$ cat src/rtl/blackjack_autoplayer.sv
// blackjack_autoplayer
// Automated player for the blackjack game engine. It resets the game, kicks
// it out of idle, deals two player cards from a 6-bit LFSR shoe, hits below
// STAND_AT, stands, pulses the dealer phase along and tallies the outcome of
// every round over a programmed number of rounds.
//
// Build option: define BJ_AUTOPLAYER_STATS_EN to implement the wins, losses,
// draws and blackjacks counters. Without it those outputs are tied to zero.
// games_played, timeout_err and all sequencing are identical in both builds.
module blackjack_autoplayer #(
  parameter int STAND_AT = 17,
  parameter int GAP      = 2,
  parameter int TIMEOUT  = 64,
  parameter int CNT_W    = 16
) (
  input  logic             clk,
  input  logic             reset_n,
  input  logic             start,
  input  logic [CNT_W-1:0] num_games,
  input  logic [5:0]       seed,
  input  logic [5:0]       player_sum,
  input  logic [5:0]       dealer_sum,
  input  logic             win,
  input  logic             lose,
  input  logic             draw,
  input  logic             blackjack,
  output logic             game_reset,
  output logic [4:0]       card_in,
  output logic             submit,
  output logic             hit,
  output logic             stand,
  output logic [CNT_W-1:0] games_played,
  output logic [CNT_W-1:0] wins,
  output logic [CNT_W-1:0] losses,
  output logic [CNT_W-1:0] draws,
  output logic [CNT_W-1:0] blackjacks,
  output logic             busy,
  output logic             done,
  output logic             timeout_err
);

  // Sequencer states
  localparam logic [3:0] S_IDLE   = 4'd0;
  localparam logic [3:0] S_GRST   = 4'd1;
  localparam logic [3:0] S_KICK   = 4'd2;
  localparam logic [3:0] S_DEAL   = 4'd3;
  localparam logic [3:0] S_DECIDE = 4'd4;
  localparam logic [3:0] S_HIT    = 4'd5;
  localparam logic [3:0] S_STAND  = 4'd6;
  localparam logic [3:0] S_DEALER = 4'd7;
  localparam logic [3:0] S_RECORD = 4'd8;
  localparam logic [3:0] S_FIN    = 4'd9;

  localparam int GAP_W = (GAP < 1) ? 1 : $clog2(GAP + 1);
  localparam int TMO_W = $clog2(TIMEOUT + 1);

  // A GAP below one would let two submits run back to back; clamp it.
  localparam logic [GAP_W-1:0] GAP_LOAD  = (GAP < 1) ? GAP_W'(1) : GAP_W'(GAP);
  localparam logic [TMO_W-1:0] TMO_LAST  = TMO_W'(TIMEOUT - 1);
  localparam logic [5:0]       STAND_LIM = 6'(STAND_AT);
  localparam logic [5:0]       LFSR_INIT = 6'b000001;

  // Map an LFSR state to a card value 1..10 (faces collapse to 10).
  function automatic logic [4:0] card_of(input logic [5:0] l);
    logic [3:0] v;
    logic [4:0] c;
    v = l[3:0];
    if (v >= 4'd13) begin
      v = v - 4'd13;
    end else begin
      v = v;
    end
    c = {1'b0, v} + 5'd1;
    if (c > 5'd10) begin
      c = 5'd10;
    end else begin
      c = c;
    end
    return c;
  endfunction

  // Fibonacci LFSR step, taps on bits 5 and 4.
  function automatic logic [5:0] lfsr_step(input logic [5:0] l);
    return {l[4:0], l[5] ^ l[4]};
  endfunction

  // Saturating increment for the statistics counters.
  function automatic logic [CNT_W-1:0] sat_inc(input logic [CNT_W-1:0] x);
    return (&x) ? x : (x + CNT_W'(1));
  endfunction

  logic [3:0]       state_r;
  logic [GAP_W-1:0] gap_r;
  logic [TMO_W-1:0] tmo_r;
  logic             deal_cnt_r;
  logic             aborted_r;
  logic [5:0]       lfsr_r;
  logic [CNT_W-1:0] num_games_r;
  logic [CNT_W-1:0] games_played_r;
  logic             game_reset_r;
  logic [4:0]       card_in_r;
  logic             submit_r;
  logic             hit_r;
  logic             stand_r;
  logic             busy_r;
  logic             done_r;
  logic             timeout_err_r;

  logic [4:0]       card_s;
  logic [5:0]       lfsr_nxt_s;
  logic             result_s;
  logic             start_ok_s;
  logic [CNT_W-1:0] gp_inc_s;

  // Shared combinational helpers: current card, next shoe state, accept logic.
  always_comb begin
    card_s     = card_of(lfsr_r);
    lfsr_nxt_s = lfsr_step(lfsr_r);
    result_s   = win | lose | draw;
    gp_inc_s   = sat_inc(games_played_r);
    if ((state_r == S_IDLE) || (state_r == S_FIN)) begin
      start_ok_s = start && (num_games != {CNT_W{1'b0}});
    end else begin
      start_ok_s = 1'b0;
    end
  end

  // Main sequencer: round flow, pulse generation, GAP spacing, dealer watchdog.
  always_ff @(posedge clk) begin
    if (!reset_n) begin
      state_r        <= S_IDLE;
      gap_r          <= {GAP_W{1'b0}};
      tmo_r          <= {TMO_W{1'b0}};
      deal_cnt_r     <= 1'b0;
      aborted_r      <= 1'b0;
      lfsr_r         <= LFSR_INIT;
      num_games_r    <= {CNT_W{1'b0}};
      games_played_r <= {CNT_W{1'b0}};
      game_reset_r   <= 1'b1;
      card_in_r      <= 5'd0;
      submit_r       <= 1'b0;
      hit_r          <= 1'b0;
      stand_r        <= 1'b0;
      busy_r         <= 1'b0;
      done_r         <= 1'b0;
      timeout_err_r  <= 1'b0;
    end else begin
      // Pulses last a single cycle unless a state re-arms them.
      submit_r  <= 1'b0;
      hit_r     <= 1'b0;
      card_in_r <= 5'd0;
      case (state_r)
        S_IDLE, S_FIN: begin
          if (start_ok_s) begin
            num_games_r    <= num_games;
            lfsr_r         <= (seed == 6'd0) ? LFSR_INIT : seed;
            games_played_r <= {CNT_W{1'b0}};
            timeout_err_r  <= 1'b0;
            busy_r         <= 1'b1;
            done_r         <= 1'b0;
            game_reset_r   <= 1'b1;
            state_r        <= S_GRST;
          end else begin
            state_r <= state_r;
          end
        end
        S_GRST: begin
          game_reset_r <= 1'b0;
          state_r      <= S_KICK;
        end
        S_KICK: begin
          // Card value 0 only moves the engine out of its idle state.
          submit_r   <= 1'b1;
          gap_r      <= GAP_LOAD;
          deal_cnt_r <= 1'b0;
          state_r    <= S_DEAL;
        end
        S_DEAL: begin
          if (gap_r != {GAP_W{1'b0}}) begin
            gap_r <= gap_r - GAP_W'(1);
          end else begin
            submit_r  <= 1'b1;
            card_in_r <= card_s;
            lfsr_r    <= lfsr_nxt_s;
            gap_r     <= GAP_LOAD;
            if (deal_cnt_r) begin
              state_r <= S_DECIDE;
            end else begin
              deal_cnt_r <= 1'b1;
            end
          end
        end
        S_DECIDE: begin
          // The GAP wait lets the engine settle player_sum after the last pulse.
          if (gap_r != {GAP_W{1'b0}}) begin
            gap_r <= gap_r - GAP_W'(1);
          end else if (result_s) begin
            aborted_r <= 1'b0;
            state_r   <= S_RECORD;
          end else if (player_sum >= STAND_LIM) begin
            stand_r <= 1'b1;
            state_r <= S_STAND;
          end else begin
            state_r <= S_HIT;
          end
        end
        S_HIT: begin
          hit_r     <= 1'b1;
          submit_r  <= 1'b1;
          card_in_r <= card_s;
          lfsr_r    <= lfsr_nxt_s;
          gap_r     <= GAP_LOAD;
          state_r   <= S_DECIDE;
        end
        S_STAND: begin
          tmo_r   <= {TMO_W{1'b0}};
          gap_r   <= {GAP_W{1'b0}};
          state_r <= S_DEALER;
        end
        S_DEALER: begin
          if (result_s) begin
            aborted_r <= 1'b0;
            state_r   <= S_RECORD;
          end else if (tmo_r == TMO_LAST) begin
            // Engine never answered: flag it and close the round uncounted.
            timeout_err_r <= 1'b1;
            aborted_r     <= 1'b1;
            state_r       <= S_RECORD;
          end else begin
            tmo_r <= tmo_r + TMO_W'(1);
            if (gap_r == {GAP_W{1'b0}}) begin
              submit_r <= 1'b1;
              gap_r    <= GAP_LOAD;
            end else begin
              gap_r <= gap_r - GAP_W'(1);
            end
          end
        end
        S_RECORD: begin
          games_played_r <= gp_inc_s;
          stand_r        <= 1'b0;
          game_reset_r   <= 1'b1;
          if (gp_inc_s == num_games_r) begin
            busy_r  <= 1'b0;
            done_r  <= 1'b1;
            state_r <= S_FIN;
          end else begin
            state_r <= S_GRST;
          end
        end
        default: begin
          state_r      <= S_IDLE;
          game_reset_r <= 1'b1;
          stand_r      <= 1'b0;
          busy_r       <= 1'b0;
        end
      endcase
    end
  end

  assign game_reset   = game_reset_r;
  assign card_in      = card_in_r;
  assign submit       = submit_r;
  assign hit          = hit_r;
  assign stand        = stand_r;
  assign games_played = games_played_r;
  assign busy         = busy_r;
  assign done         = done_r;
  assign timeout_err  = timeout_err_r;

`ifdef BJ_AUTOPLAYER_STATS_EN
  logic [CNT_W-1:0] wins_r;
  logic [CNT_W-1:0] losses_r;
  logic [CNT_W-1:0] draws_r;
  logic [CNT_W-1:0] blackjacks_r;
  logic             unused_inputs_s;

  assign unused_inputs_s = ^dealer_sum;

  // Outcome tally: win beats draw beats lose; aborted rounds add nothing.
  always_ff @(posedge clk) begin
    if (!reset_n) begin
      wins_r       <= {CNT_W{1'b0}};
      losses_r     <= {CNT_W{1'b0}};
      draws_r      <= {CNT_W{1'b0}};
      blackjacks_r <= {CNT_W{1'b0}};
    end else if (start_ok_s) begin
      wins_r       <= {CNT_W{1'b0}};
      losses_r     <= {CNT_W{1'b0}};
      draws_r      <= {CNT_W{1'b0}};
      blackjacks_r <= {CNT_W{1'b0}};
    end else if ((state_r == S_RECORD) && !aborted_r) begin
      if (win) begin
        wins_r <= sat_inc(wins_r);
      end else if (draw) begin
        draws_r <= sat_inc(draws_r);
      end else if (lose) begin
        losses_r <= sat_inc(losses_r);
      end else begin
        wins_r <= wins_r;
      end
      if (blackjack) begin
        blackjacks_r <= sat_inc(blackjacks_r);
      end else begin
        blackjacks_r <= blackjacks_r;
      end
    end else begin
      wins_r <= wins_r;
    end
  end

  assign wins       = wins_r;
  assign losses     = losses_r;
  assign draws      = draws_r;
  assign blackjacks = blackjacks_r;
`else
  logic unused_inputs_s;

  assign unused_inputs_s = ^{dealer_sum, blackjack};
  assign wins            = {CNT_W{1'b0}};
  assign losses          = {CNT_W{1'b0}};
  assign draws           = {CNT_W{1'b0}};
  assign blackjacks      = {CNT_W{1'b0}};
`endif

endmodule

$ cat config.mk
export PLATFORM = sky130hd
export DESIGN_NAME = blackjack_autoplayer
export DESIGN_NICKNAME = d
export VERILOG_FILES = /design/src/rtl/blackjack_autoplayer.sv
export SDC_FILE = /design/constraint.sdc
export NUM_CORES = 1
export LEC_CHECK = 0
export BUFFER_PORTS_ARGS = -buffer_cell sky130_fd_sc_hd__buf_2
export CORE_UTILIZATION = 50
export CTS_CLUSTER_DIAMETER = 150
export DETAILED_ROUTE_END_ITERATION = 8
export PLACE_DENSITY = 0.84
export SYNTH_ARGS = -nofsm -noshare
export SYNTH_HDL_FRONTEND = slang
export SYNTH_SLANG_ARGS = --single-unit
$ cat constraint.sdc
create_clock -name clk -period 7.2 [get_ports clk]
set_input_delay 1.08 -clock clk [delete_from_list [all_inputs] [get_ports clk]]
set_output_delay 1.08 -clock clk [all_outputs]
set_load 0.1 [all_outputs]
## Yosys cells after proc, flatten, opt, wreduce, memory -nomap -nowiden

Cells that the tools add are included.

| word-level totals | value |
|---|---|
| register bits after elaboration | 64 |
| input port bits | 41 |
| output and inout port bits | 92 |
| logic and storage cells | 136 |

| cells by class | value |
|---|---|
| add/sub/neg operators | 5 |
| magnitude comparators | 3 |
| equal/unequal tests | 23 |
| multiplexer cells | 53 |
| bitwise operators | 6 |
| reduce and logical (&&, ||, !) cells | 31 |

Operators with widths:

| kind | number |
|---|---|
| $mux 4 | 9 |
| $pmux 4 s9 | 1 |
| $mux 16 | 2 |
| $pmux 16 s2 | 1 |
| $ne 2x2->1 const B | 11 |
| $mux 6 | 3 |
| $pmux 6 s3 | 1 |
| $add 16x1->16 const B | 1 |
| $eq 16x16->1 | 1 |
| $eq 4x3->1 const B | 4 |
| $mux 1 | 16 |
| $reduce_and 16->1 | 1 |
| $reduce_bool 16->1 | 1 |
| $mux 7 | 2 |
| $pmux 7 s2 | 1 |
| $mux 2 | 6 |
| $reduce_and 3->1 | 4 |
| $reduce_and 4->1 | 3 |
| $mux 5 | 2 |
| $pmux 2 s5 | 1 |
| $pmux 5 s2 | 1 |
| $reduce_bool 2->1 | 5 |
| $pmux 1 s3 | 3 |
| $eq 4x2->1 const B | 2 |
| 28 further kinds | 39 |

## Longest topological paths before layout

Gate-level depths: netlist of run 1.

| logic depth | value |
|---|---|
| depth in word-level cells | 7 |
| mapped depth | 13 |
| mapped depth without buffers | 13 |

## Worst setup path after synthesis of run 1

No wires, ideal clock.

| timing path | value |
|---|---|
| path kind | reg-to-reg |
| from | register games_played_r[0] (netlist: games_played[0]) |
| to | register state_r[3] |
| library setup time | 0.068 ns |
| data arrival time | 3.194 ns |
| data required time | 7.132 ns |
| path slack | 3.938 ns |
| stages on the path, launching flop included | 10 |
| path buffers | 1 |
| clock period less this slack | 3.262 ns |
| cells stage by stage | dfxtp_1 ha_1 nand3_1 buf_2 nor4_2 nor3b_1 nor4_1 nand4_1 or4_4 a21oi_2 |

| between the ends | value |
|---|---|
| longest elaborated chain between the ends | 5 |
| elaborated cells on any way between the ends | 6 |
| classes of those cells | 1 x add/sub; 1 x eq/ne; 3 x mux; 1 x reduce/logical |

RTL lines:

| what | RTL line | text |
|---|---|---|
| from (decl) | 99 | `logic [CNT_W-1:0] games_played_r;` |
| from (signal assigned) | 138 | `games_played_r <= {CNT_W{1'b0}};` |
| from (signal assigned) | 157 | `games_played_r <= {CNT_W{1'b0}};` |
| from (signal assigned) | 240 | `games_played_r <= gp_inc_s;` |
| $add 16x1->16 or $reduce_and 16->1 (tied branches) | 89 | `return (&x) ? x : (x + CNT_W'(1));` |
| $mux 16 (*) | 89 |  |
| $eq 16x16->1 (*) | 243 | `if (gp_inc_s == num_games_r) begin` |
| $mux 4 (*) | 243 |  |
| $pmux 4 s9 (*) | 152 | `case (state_r)` |
| to (signal assigned) | 164 | `state_r <= state_r;` |
| to (decl) | 92 | `logic [3:0] state_r;` |

Mark *: on every way between the ends. The rest lies on a longest branch, timed or not.
A chain may end at the register's enable or synchronous reset.

## Worst setup path in the final report of run 1

Ends and elaborated chain as after synthesis.

==> results.txt, run 1 <==
Final core area utilization = 55.95%
Area growth, synth to finish = 6.206%
Filler instances = 778
RSZ-0062 raised after global routing = no
Fin. max-slew vios = 0
Total CTS buffers = 9
Post-synthesis mux area share = 6.404%
Core ar. = 8382 sq um
Post-synthesis register bit count = 64
Global route overflow = 0
Overall routing resource usage = 22.01%
Largest family of logic cells by synthesized area = simple AND/OR/NAND/NOR gates
Cts-stage hold buffer count = 0
Initial core utilization = 52.68%
Number of setup buffers added after CTS = 0
CTS tree = built
Max stage delay on crit path = 0.68 ns
# resized after CTS = 0
HPWL after DPL = 7373 um
Status = finished clean
Setup TNS Final = 0 ns
DRC Markers = 0
CTS clk-pin slew, worst paths = 0.08 ns
Cells after Synth = 571
Placed Cells incl. Taps = 708
Iteration-0 DRC Markers = 416
Mean post-synth cell area = 7.733 sq um
Die W = 95.98 um
Clk sinks = 64
Int Power = 0.6407 mW
Placer Congestion = 0.9679
LEAKAGE = 2.061 nW
Element type at the critical path end = flop
Xor-xnor portion of the synthesized cell area = 3.372%
Hold depth = 2
Least-Margin Pin Slew = 1.180 ns
Full die area = 9211 sq um
Ys flop type = dfxtp_1
Worst EP required = 7.49 ns
Initial DRT Pass Iterations = 6
Worst Hold End = done$_SDFFE_PN0P_
Ant diodes = 0
Flop pwr share = 36.9%
Startpoint Class = flop
Mean routed wirelength per cell = 13.85 um
Tcrit/Tclk final = 44.39%
Worst skew pair latency = 0.35 ns
Sw frac = 43.53%
Total wire length = 10030 um
Clock power frac = 27.4%
Fin crit period = 3.196 ns
Via-to-Cell Ratio = 5.671
YS warnings = 0
Critical path class = reg -> reg
Area share of fa/ha/maj cells after synthesis = 2.267%
Mapped cell area = 4415 sq um
CP max stage cell = nor4_2
Initial antenna violation count = 0
H-Tree Depth = 3
Final Skew = 0.007154 ns
Combinational Power Share = 35.7%
Slew headroom = 20.75%
Vias in the first global route = 3439
CP cell instances = ha_1, nand3_1, nor4_2, nor3b_1, nor4_1, nand4_1, or4_4, a21oi_2
PwrDens = 241.9 nW/um^2
Layout cell share with drive strength beyond 1 = 14.70%
Final non-filler cell total = 724
Min Hold Slack = 0.5023 ns
IO buf count = 61
Maxcap violations = 0
R2R depth = 8
Largest net degree at the start of global routing = 32
DIE HEIGHT = 95.98 um
R2R Setup Slk = 4.00 ns
Reg-to-Reg Start = games_played[0]$_SDFFE_PN0P_
Hold Crit Class = reg -> reg
Clk buf depth = 2
Net switching power = 0.4938 mW
Site Rows = 33
Via count = 4106
Root buf cell = clkbuf_8
Maximum fanout along the worst path = 11
Arr. time, crit path = 3.49 ns
Net total in the final layout = 663
Area fraction in compound gates after synthesis = 16.35%
Synth cell types = 68
First-pass GRT wire length = 15800 um
EDFF count, synth = 0
IO Count = 133
Simple-gate share of the synthesized area = 27.26%
Final setup fails = 0
HP Start = done$_SDFFE_PN0P_
Fin. Hold Viols = 0
Worst vdd ir = 0.1130 mV
Detail Route Antenna Nets = 0
Max Freq = 312.8 MHz
Post-synth ARST share = 0%
Worst R2R End = state_r[3]$_SDFFE_PN0P_
Register area share after synthesis = 29.02%
==> routing by layer <==
| layer | track usage, % | routed length (um) |
|---|---|---|
| met4 | 11.19 | 233 |
| met5 | 0 | 0 |
| met2 | 34.46 | 4571 |
| met3 | 4.028 | 791 |
| met1 | 28.89 | 4433 |
==> power groups by stage <==
stage	combinational (mW)	clock, mW	sequential [mW]
2_1_floorplan	0.358	0	0.438
3_3_place_gp	0.392	0	0.424
3_5_place_dp	0.403	0	0.426
4_1_cts	0.404	0.314	0.418
5_1_grt	0.436	0.327	0.423
6_report	0.405	0.310	0.419
==> metrics by stage <==
step | power (mW) | setup slack [ns] | instance area [sq um]
floorplan | 0.7965 | 3.938 | 4656
CTS | 1.136 | 4.102 | 4690
global placement | 0.8162 | 3.836 | 4494
global route | 1.186 | 3.789 | 4690
finish | 1.135 | 4.004 | 4690
detailed placement | 0.8287 | 3.808 | 4494
==> kinds of logic (layout without fill, tap and decap cells) <==
group,count (synthesis),after routing
multiplexers,28,28
buffers and inverters,111,95
AO/OA/AOI/OAI,110,110
flip-flops,64,64
XOR/XNOR,17,17
other,1,65
adder cells (fa/ha/maj),8,8
AND/OR/NAND/NOR,232,232
==> worst max-delay path, delay by kind of cell, from the launching register on <==
kind	cells	cell delay [ns]
AOI/OAI and AO/OA	1	0.14
and+or+nand+nor	6	2.20
DFF	1	0.49
adders and majority gates	1	0.32
==> cell type report <==
type | count | area, sq um | share of cell area (%)
Clock buffer | 9 | 123.9 | 2.641
Clock inverter | 7 | 71.32 | 1.521
Inverter | 16 | 60.06 | 1.281
Multi-Input combinational cell | 460 | 2701 | 57.60
Sequential cell | 64 | 1281 | 27.32
Tap cell | 105 | 131.4 | 2.801
Timing Repair Buffer | 63 | 320.3 | 6.830
==> cells in the final DEF (no fill, tap or decap), types with 4 or more instances in the layout <==
cell / netlist / final
nand2b_1: 14 / 14
nand3_1: 20 / 20
and4_1: 4 / 4
dfxtp_1: 64 / 64
conb_1: 1 / 65
xor2_1: 8 / 8
mux2i_1: 26 / 26
a22oi_1: 4 / 4
o21ai_0: 23 / 23
and3_1: 4 / 4
or3_1: 6 / 6
and2_1: 5 / 5
clkbuf_8: 0 / 9
a21oi_1: 31 / 31
inv_1: 15 / 15
nand4_1: 13 / 13
nor3_1: 17 / 17
a31oi_1: 9 / 9
ha_1: 8 / 8
nand2_1: 39 / 39
buf_2: 10 / 61
o211ai_1: 5 / 5
o31ai_1: 4 / 4
xnor2_1: 9 / 9
nor4_1: 11 / 11
nor2_1: 74 / 74
a311oi_1: 4 / 4
==> state kept, by name (all words and copies together), names as in the netlist <==
| register | cells |
|---|---|
| deal_cnt_r | 1 |
| timeout_err | 1 |
| lfsr_r | 6 |
| games_played | 16 |
| submit | 1 |
| num_games_r | 16 |
| gap_r | 2 |
| busy | 1 |
| card_in | 5 |
| done | 1 |
| hit | 1 |
| game_reset | 1 |
| tmo_r | 7 |
| stand | 1 |
| state_r | 4 |
==> synthesized netlist by cell type (3+ instances only) <==
master | count | area, sq um
a21oi_1 | 31 | 155.2
a22oi_1 | 4 | 30.03
a311oi_1 | 4 | 35.03
a31oi_1 | 9 | 56.30
a41oi_1 | 3 | 26.28
and2_1 | 5 | 31.28
and3_1 | 4 | 25.02
and4_1 | 4 | 35.03
buf_2 | 10 | 50.05
buf_4 | 65 | 488.0
clkbuf_1 | 19 | 71.32
dfxtp_1 | 64 | 1281
ha_1 | 8 | 100.1
inv_1 | 15 | 56.30
mux2i_1 | 26 | 260.3
nand2_1 | 39 | 146.4
nand2b_1 | 14 | 87.58
nand3_1 | 20 | 100.1
nand3b_1 | 3 | 22.52
nand4_1 | 13 | 81.33
nor2_1 | 74 | 277.8
nor2b_1 | 3 | 18.77
nor3_1 | 17 | 85.08
nor3b_1 | 3 | 22.52
nor4_1 | 11 | 68.82
o211ai_1 | 5 | 37.54
o21ai_0 | 23 | 115.1
o31ai_1 | 4 | 30.03
or3_1 | 6 | 37.54
or4_1 | 3 | 22.52
xnor2_1 | 9 | 78.83
xor2_1 | 8 | 70.07
==> worst max path at each step <==
stage | start | endpoint | cells after the start
2_1_floorplan | games_played[0]$_SDFFE_PN0P_ | state_r[3]$_SDFFE_PN0P_ | 9
3_3_place_gp | num_games[10] | games_played[14]$_SDFFE_PN0P_ | 7
3_5_place_dp | num_games[10] | games_played[14]$_SDFFE_PN0P_ | 7
4_1_cts | games_played[0]$_SDFFE_PN0P_ | state_r[3]$_SDFFE_PN0P_ | 8
5_1_grt | games_played[0]$_SDFFE_PN0P_ | done$_SDFFE_PN0P_ | 8
6_report | games_played[0]$_SDFFE_PN0P_ | state_r[3]$_SDFFE_PN0P_ | 8
(Power assumes the default switching activity.)
==> inputs of run 2 (changes only) <==
- CORE_UTILIZATION: 50 -> 47
- PLACE_DENSITY: 0.84 -> 0.83
- clock period: 7.2 -> 2.7 ns (I/O delays scaled with it)
==> run 2 against run 1 <==
Setup slack worse by 3.9 ns. Non-clock buffer count rose by 26. Cell count rose by 4.4%. Worst hold slack lost 0.19 ns. Register-to-register slack got worse by 3.9 ns. Clock power increased to 3.0 times the previous value. Combinational power rose to 2.8 times the previous value. Global-route usage about the same. Via count grew 3.3%. Clock skew grew 0.0055 ns. Highest routed layer unchanged.
==> results.txt, run 2 (synthesis gave the netlist of run 1 again) <==
Status = finished clean (unchanged)
Element type at the critical path end = flop (unchanged)
IO Count = 133 (unchanged)
RSZ-0062 raised after global routing = no (unchanged)
Iteration-0 DRC Markers = 373 (was 416)
Cts-stage hold buffer count = 0 (unchanged)
Core ar. = 9153 sq um (was 8382 sq um)
CTS clk-pin slew, worst paths = 0.08 ns (about the same)
Initial antenna violation count = 0 (unchanged)
Tcrit/Tclk final = 95.25% (was 44.39%)
Arr. time, crit path = 2.84 ns (was 3.49 ns)
Die W = 98.93 um (was 95.98 um)
Placer Congestion = 0.9155 (was 0.9679)
Site Rows = 35 (was 33)
H-Tree Depth = 3 (unchanged)
First-pass GRT wire length = 17420 um (was 15800 um)
Mean routed wirelength per cell = 14.27 um (was 13.85 um)
Detail Route Antenna Nets = 0 (unchanged)
LEAKAGE = 2.248 nW (was 2.061 nW)
Startpoint Class = flop (unchanged)
Critical path class = reg -> reg (unchanged)
Combinational Power Share = 36.2% (was 35.7%)
Worst EP required = 2.97 ns (was 7.49 ns)
Setup TNS Final = 0 ns (unchanged)
Flop pwr share = 34.7% (was 36.9%)
Final Skew = 0.01261 ns (was 0.007154 ns)
Hold depth = 3 (was 2)
Final non-filler cell total = 756 (was 724)
HPWL after DPL = 8111 um (was 7373 um)
Clk sinks = 64 (unchanged)
Sw frac = 42.36% (was 43.53%)
Root buf cell = clkbuf_8 (unchanged)
Area after DPL = 4720 sq um (was 4494 sq um)
Clk buf depth = 2 (unchanged)
Total wire length = 10790 um (was 10030 um)
Largest net degree at the start of global routing = 37 (was 32)
Final setup fails = 0 (unchanged)
Maxcap violations = 0 (unchanged)
R2R Setup Slk = 0.13 ns (was 4.00 ns)
Worst R2R End = state_r[3]$_SDFFE_PN0P_ (unchanged)
Area taken by multi-input logic gates = 2748 sq um (was 2701 sq um)
DRC Markers = 0 (unchanged)
Slew headroom = 60.86% (was 20.75%)
Fin crit period = 2.572 ns (was 3.196 ns)
Fin worst setup slack = 0.1281 ns (was 4.004 ns)
Max Freq = 388.8 MHz (was 312.8 MHz)
HP Start = num_games[10] (was done$_SDFFE_PN0P_)
Register area = 1320 sq um (was 1281 sq um)
Vias in the first global route = 3774 (was 3439)
Pre-CTS setup slack = 0.03303 ns (was 3.808 ns)
Net total in the final layout = 689 (was 663)
Global route overflow = 0 (unchanged)
Fin. max-slew vios = 0 (unchanged)
Net switching power = 1.331 mW (was 0.4938 mW)
PwrDens = 627.5 nW/um^2 (was 241.9 nW/um^2)
Maximum fanout along the worst path = 7 (was 11)
Hold Crit Class = in -> reg (was reg -> reg)
Worst skew pair latency = 0.34 ns (was 0.35 ns)
Initial DRT Pass Iterations = 7 (was 6)
DIE HEIGHT = 98.93 um (was 95.98 um)
Ant diodes = 0 (unchanged)
R2R depth = 9 (was 8)
IO buf count = 61 (unchanged)
Reg-to-Reg Start = games_played[0]$_SDFFE_PN0P_ (unchanged)
Initial core utilization = 48.24% (was 52.68%)
Filler instances = 865 (was 778)
Worst vdd ir = 0.3710 mV (was 0.1130 mV)
Total CTS buffers = 9 (unchanged)
Via-to-Cell Ratio = 5.612 (was 5.671)
Int Power = 1.811 mW (was 0.6407 mW)
CTS tree = built (unchanged)
Via count = 4243 (was 4106)
Overall routing resource usage = 21.97% (was 22.01%)
Area growth, synth to finish = 13.37% (was 6.206%)
Clock power frac = 29.1% (was 27.4%)
Fin. Hold Viols = 0 (unchanged)
Layout cell share with drive strength beyond 1 = 21.40% (was 14.70%)
Worst Hold End = num_games_r[10]$_SDFFE_PN0P_ (was done$_SDFFE_PN0P_)
Least-Margin Pin Slew = 0.5821 ns (was 1.180 ns)
Design area = 5006 sq um (was 4690 sq um)
Most frequent cells in the layout = nor2_1 (74), conb_1 (65), buf_2 (61), dfxtp_1 (47), nand2_1 (39) (was nor2_1 (74), conb_1 (65), dfxtp_1 (64), buf_2 (61), nand2_1 (39))
Placed Cells incl. Taps = 738 (was 708)
Power Total = 3.141 mW (was 1.135 mW)
Commonest non-fill, non-tap cell in the layout = nor2_1 (unchanged)
Full die area = 9786 sq um (was 9211 sq um)
[run 2: cell types whose count changed in the layout (fill, tap and decap cells not counted), sizes merged]
cell,change
clkinv,-2
clkbuf,+2
buf,+26
[run 2: repair_timing]
item | in CTS | in global routing
hold endpoints to repair | 0 | 0
buffers inserted | 0 | 2
gates resized for setup | 0 | 9
setup endpoints to repair | 0 | 5
[run 2: worst max-delay path: stages (launching register included)]
cell and delay, ns:
dfxtp_4 0.39, ha_2 0.27, nand3_2 0.14, buf_4 0.19
nor4_2 0.30, mux2i_1 0.12, nor4_1 0.34, nand4_1 0.16
or4_4 0.46, a21oi_2 0.14
[run 2: cell type report]
class                   instances  share of cell area (%)
flip-flops and latches         64                   26.37
clock buffers                  11                   3.249
multi-input cells             460                   54.89
repair buffers                 89                   10.30
clock inverters                 5                   1.225
well taps                     111                   2.774
inverters                      16                   1.200
[run 2: worst max-delay path by stage]
stage                                  from                      end  slack [ns]  depth (start not counted)
2_1_floorplan  games_played[0]$_SDFFE_PN0P_  state_r[3]$_SDFFE_PN0P_        0.02                          9
3_3_place_gp   games_played[0]$_SDFFE_PN0P_  state_r[3]$_SDFFE_PN0P_        0.13                          9
3_5_place_dp         lfsr_r[0]$_SDFFE_PN1P_    card_in[1]$_SDFF_PN0_        0.03                         12
4_1_cts              lfsr_r[0]$_SDFFE_PN1P_    card_in[1]$_SDFF_PN0_        0.02                         12
5_1_grt        games_played[7]$_SDFFE_PN0P_  state_r[3]$_SDFFE_PN0P_        0.01                          8
6_report       games_played[0]$_SDFFE_PN0P_  state_r[3]$_SDFFE_PN0P_        0.13                          9
[run 2: metrics by stage]
| stage | hold slack (ns) | utilization, % |
|---|---|---|
| 2_1_floorplan | 0.4717 | - |
| 3_3_place_gp | 0.4537 | 51.57 |
| 3_5_place_dp | 0.4604 | 51.57 |
| 4_1_cts | 0.3041 | 54.01 |
| 5_1_grt | 0.3095 | 54.70 |
| 6_report | 0.3110 | 54.70 |
[run 2: metal layers]
layer  wire length (um)  GRT usage [%]
met4                212          8.611
met5                  0              0
met3                731          4.326
met1               4771          28.70
met2               5070          35.61
[run 2: power by group through the flow]
stage / registers, mW / logic (mW) / clock network (mW)
6_report: 1.09 / 1.14 / 0.915
5_1_grt: 1.10 / 1.22 / 0.973
2_1_floorplan: 1.16 / 0.955 / 0
4_1_cts: 1.09 / 1.12 / 0.933
3_5_place_dp: 1.11 / 1.12 / 0
3_3_place_gp: 1.10 / 1.09 / 0
